--- src/rtl/flit_link_tx.sv ---
// flit_link_tx: serializes types::flit_t flits into PHIT_W-bit phits, LSB first, under credit flow control.
// Optional per-phit even parity is compiled in by defining FLIT_LINK_TX_PARITY_EN.
package types;
   typedef struct packed {
      logic [1:0]  kind;
      logic [3:0]  dest;
      logic [31:0] payload;
   } flit_t;
endpackage

module flit_link_tx #(
   parameter  int PHIT_W    = 8,
   parameter  int CREDITS   = 8,
   localparam int FLIT_W    = $bits(types::flit_t),
   localparam int NUM_PHITS = (FLIT_W + PHIT_W - 1) / PHIT_W,
   localparam int CW        = $clog2(CREDITS + 1)
) (
   input  logic              nocclk,
   input  logic              rst_n,
   input  logic              forwarded_flit_valid,
   output logic              forwarded_flit_ready,
   input  types::flit_t      forwarded_flit,
   output logic              phit_valid,
   output logic              phit_first,
   output logic              phit_last,
   output logic [PHIT_W-1:0] phit_data,
   output logic              phit_parity,
   input  logic              credit_return,
   output logic [CW-1:0]     credit_count,
   output logic              credit_overflow,
   output logic              idle
);

   localparam int            SR_W        = NUM_PHITS * PHIT_W;
   localparam int            IW          = (NUM_PHITS > 1) ? $clog2(NUM_PHITS) : 1;
   localparam logic [IW-1:0] LAST_IDX    = IW'(NUM_PHITS - 1);
   localparam logic [CW-1:0] MAX_CREDITS = CW'(CREDITS);

   typedef enum logic {IDLE, SEND} state_t;

   state_t            state, next_state;
   logic [IW-1:0]     idx, next_idx;
   logic [SR_W-1:0]   shreg, next_shreg;
   logic [SR_W-1:0]   flit_ext;
   logic              next_valid, next_first, next_last;
   logic [PHIT_W-1:0] next_data;
   logic              at_last;
   logic              accept;

   // idx names the phit currently on the link, so the last phit cycle can already take the next flit
   assign at_last              = (state == SEND) && (idx == LAST_IDX);
   assign forwarded_flit_ready = ((state == IDLE) || at_last) && (credit_count != '0);
   assign accept               = forwarded_flit_valid && forwarded_flit_ready;
   assign idle                 = (state == IDLE) && (credit_count == MAX_CREDITS);

   always_comb begin
      flit_ext               = '0;
      flit_ext[FLIT_W-1:0]   = forwarded_flit;
   end

   always_comb begin
      next_state = state;
      next_idx   = idx;
      next_shreg = shreg;
      next_valid = 1'b0;
      next_first = 1'b0;
      next_last  = 1'b0;
      next_data  = '0;
      if (accept) begin
         next_state = SEND;
         next_idx   = '0;
         next_shreg = flit_ext >> PHIT_W;
         next_valid = 1'b1;
         next_first = 1'b1;
         next_last  = (LAST_IDX == '0);
         next_data  = flit_ext[PHIT_W-1:0];
      end else if (state == SEND) begin
         if (at_last) begin
            next_state = IDLE;
         end else begin
            next_idx   = idx + IW'(1);
            next_shreg = shreg >> PHIT_W;
            next_valid = 1'b1;
            next_last  = ((idx + IW'(1)) == LAST_IDX);
            next_data  = shreg[PHIT_W-1:0];
         end
      end
   end

   always_ff @(posedge nocclk or negedge rst_n) begin
      if (!rst_n) begin
         state      <= IDLE;
         idx        <= '0;
         shreg      <= '0;
         phit_valid <= 1'b0;
         phit_first <= 1'b0;
         phit_last  <= 1'b0;
         phit_data  <= '0;
      end else begin
         state      <= next_state;
         idx        <= next_idx;
         shreg      <= next_shreg;
         phit_valid <= next_valid;
         phit_first <= next_first;
         phit_last  <= next_last;
         phit_data  <= next_data;
      end
   end

`ifdef FLIT_LINK_TX_PARITY_EN
   always_ff @(posedge nocclk or negedge rst_n) begin
      if (!rst_n) begin
         phit_parity <= 1'b0;
      end else begin
         phit_parity <= ^next_data;
      end
   end
`else
   assign phit_parity = 1'b0;
`endif

   // A return that coincides with an acceptance cancels out, so overflow is only flagged when nothing is spent
   always_ff @(posedge nocclk or negedge rst_n) begin
      if (!rst_n) begin
         credit_count    <= MAX_CREDITS;
         credit_overflow <= 1'b0;
      end else begin
         if (accept && !credit_return) begin
            credit_count <= credit_count - CW'(1);
         end else if (!accept && credit_return) begin
            if (credit_count == MAX_CREDITS) begin
               credit_overflow <= 1'b1;
            end else begin
               credit_count <= credit_count + CW'(1);
            end
         end
      end
   end

endmodule

--- config.mk ---
export PLATFORM = sky130hd
export DESIGN_NAME = flit_link_tx
export DESIGN_NICKNAME = d
export VERILOG_FILES = /design/src/rtl/flit_link_tx.sv
export SDC_FILE = /design/constraint.sdc
export NUM_CORES = 1
export LEC_CHECK = 0
export ABC_AREA = 1
export CELL_PAD_IN_SITES_DETAIL_PLACEMENT = 0
export CELL_PAD_IN_SITES_GLOBAL_PLACEMENT = 1
export CORE_ASPECT_RATIO = 1.5
export CORE_MARGIN = 4
export CORE_UTILIZATION = 33
export CTS_BUF_LIST = sky130_fd_sc_hd__clkbuf_2 sky130_fd_sc_hd__clkbuf_4 sky130_fd_sc_hd__clkbuf_8
export DETAILED_ROUTE_END_ITERATION = 7
export PLACE_DENSITY_LB_ADDON = 0.1
export SLEW_MARGIN = 30
export SYNTH_ARGS = -nofsm -noshare
export SYNTH_HDL_FRONTEND = slang
export SYNTH_SLANG_ARGS = --single-unit
--- constraint.sdc ---
create_clock -name nocclk -period 2.3 [get_ports nocclk]
set_input_delay 0.69 -clock nocclk [delete_from_list [all_inputs] [get_ports nocclk]]
set_output_delay 0.69 -clock nocclk [all_outputs]
set_load 0.1 [all_outputs]
==> run metrics <==
status completed; worst min path class in2async; GR Util All Layers 12.9%; Required @ worst endpoint 1.61 ns; Post-synth EDFFs 0; CTS Hold Bufs 0; unrepaired setup endpoints after global routing false; CP Max Fanout 5; pwr/cell area 1510 nW/µm²; worst path cell trace nand3_1 > nor2_4 > buf_12; Reg2Reg Setup Slack 0.26 ns; Crit Path Category reg2out; startpoint types flip-flop; Post-synth top cells nand2_1 (93), dfrtp_1 (48), nand3_1 (32); syn_nets 310; type of destination of the critical path output pin; DIE AREA 8110 µm²; top post-synthesis cells by area dfrtp_1 (54%), nand2_1 (16%), nand3_1 (7.2%), ha_1 (4.0%), inv_1 (3.7%); Seq cells post-synth 49; Final WS setup 0.130 ns; total of max-cap violations 0; ANT nets after route 0; Seq/Total Area, Yosys 55.4%; initial antenna violation count 0; Final Hold Vio Count 0; TNS Setup 0 ns; Final Cycle Share 94.4%; IO Port Bufs 59; clk sinks 49; Nets 373; Num CTS Buffers 5; DRC Markers 0; final WL 4.78 mm; Initial Util 33.9%; drt pass-1 iters 4; Worst slew margin 51.4%; global route overflow 0; Rows 36; CP peak stage delay 0.67 ns; CTS HTree Levels 2; final setup violation count 0; Initial DRC Count 52; latest clock arrival within the worst-skew pair 0.30 ns; ys async rst share 100%; Core ar. 6530 µm²; global placement routability congestion 0.764; # resized after CTS 0; largest net degree at the start of global routing 27; Inserted Diodes 0; worst vdd ir 0.615 mV; post-detail-place hpwl 3.47 mm; most common flop cell mapped by yosys dfrtp_1; fmax 461 MHz; I/O pins 61; top-area cell type share of the netlist area 54.2%; unique cell type count in the Yosys netlist 22; WP data arrival 1.48 ns; CP startpoint credit_count[3]$_DFFE_PN1P_; final slew viol count 0; cell with the most instances after synthesis nand2_1; clk buf depth 2; post-CTS setup buffer count 0; first-pass GRT wire length 7.94 mm; via density per instance 4.46; skew final 0.00599 ns; Root Buffer clkbuf_8; Final Critical Period 2.17 ns; Syn Area/Cell 8.49 µm²; die width 74.9 µm; WHS 0.275 ns; P&R area growth vs syn 36.7%; TritonCTS clock tree done; post-synthesis cell area 2210 µm²; Via Count 1789; synthesized instance count 261; clock-pin slew on the worst setup and hold paths 0.09 ns; post-synth top area cell dfrtp_1; ratio of cells with drive above 1 in the final layout 15.1%; Crit-path slowest cell dfstp_4; static leakage 1.50 nW; Synth warnings 0; Place WS -0.00740 ns; Slew @ Worst Pin 0.728 ns; WL per Instance 11.9 µm; Die Ht 108 µm; r2r startpoint credit_count[3]$_DFFE_PN1P_; vias in the first global route 1774
## worst max-delay path: cells and delay by family (launching register included)
family | cells | cell delay (ns)
buf+inv | 1 | 0.18
flops | 1 | 0.67
simple gates | 2 | 0.33
## logic make-up (layout without fill, tap and decap cells)
logic type	Yosys count	count (layout)	share of synthesized area [%]
XOR/XNOR	3	3	1.19
buffers and inverters	35	99	7.01
AO/OA/AOI/OAI	24	24	5.59
other	1	1	0.169
adder cells (fa/ha/maj)	7	7	3.95
AND/OR/NAND/NOR	142	142	26.7
flip-flops	49	49	55.4
## final timing paths
path,cells past startpoint,endpoint
worst max-delay path,3,idle
worst min-delay path,1,phit_data[7]$_DFF_PN0_
worst max register to register,14,credit_count[2]$_DFFE_PN0P_
worst min register to register,2,phit_data[5]$_DFF_PN0_
max in group asynchronous,2,state$_DFF_PN0_
min in group nocclk,2,phit_data[5]$_DFF_PN0_
## layout make-up
type,instances,area [µm²]
fillers,655,3500
flip-flops and latches,49,1240
multi-input cells,177,858
repair buffers,67,651
inverters,24,97.6
well taps,76,95.1
clock buffers,6,76.3
clock inverters,2,13.8
## through the flow
stage	util, %	instances	area [µm²]	power (mW)
finish	46.4	401	3030	4.58
global route	46.4	401	3030	4.92
CTS	46.4	401	3030	4.66
detailed placement	45.0	393	2940	4.12
global placement	45.0	393	2940	4.09
floorplan	-	261	2260	3.43
## registers in the layout (all words and copies together), names as in the netlist
| name | cells |
|---|---|
| shreg | 30 |
| phit_data | 8 |
| credit_count | 4 |
| idx | 3 |
| credit_overflow | 1 |
| phit_first | 1 |
| phit_last | 1 |
| state | 1 |
## report_power, final
part | internal (mW) | leakage (nW) | total [mW] | switching, mW
clock | 0.229 | 0.0490 | 0.526 | 0.296
combinational | 0.768 | 0.830 | 2.61 | 1.84
sequential | 1.24 | 0.620 | 1.44 | 0.196
## metal layers
metal / GRT usage (%) / part of all wire (%)
met1: 15.0 / 43
met2: 21.5 / 50
met3: 3.63 / 6.2
met4: 5.60 / 1.4
met5: 0 / 0
## cell usage in the layout, fill, tap and decap left out
master / Yosys / routed
clkbuf_4: 0 / 1
dfrtp_1: 48 / 44
nand2_1: 93 / 92
ha_1: 7 / 6
dfrtp_2: 0 / 4
a21oi_2: 0 / 1
nand3_1: 32 / 32
conb_1: 1 / 1
inv_2: 2 / 1
buf_12: 0 / 4
clkdlybuf4s50_1: 0 / 40
nand2_4: 2 / 2
nand2_2: 1 / 2
o22ai_1: 1 / 1
xor2_1: 1 / 1
nor2_4: 0 / 1
ha_4: 0 / 1
o21bai_1: 1 / 1
inv_6: 0 / 1
o21ai_0: 8 / 8
a21oi_1: 9 / 8
nor2_1: 14 / 13
buf_2: 4 / 1
clkinv_2: 0 / 1
buf_4: 1 / 22
clkbuf_8: 0 / 5
inv_1: 22 / 22
inv_8: 0 / 1
dfstp_4: 0 / 1
o21ai_1: 5 / 5
xnor2_1: 2 / 2
(Power assumes the default switching activity.)
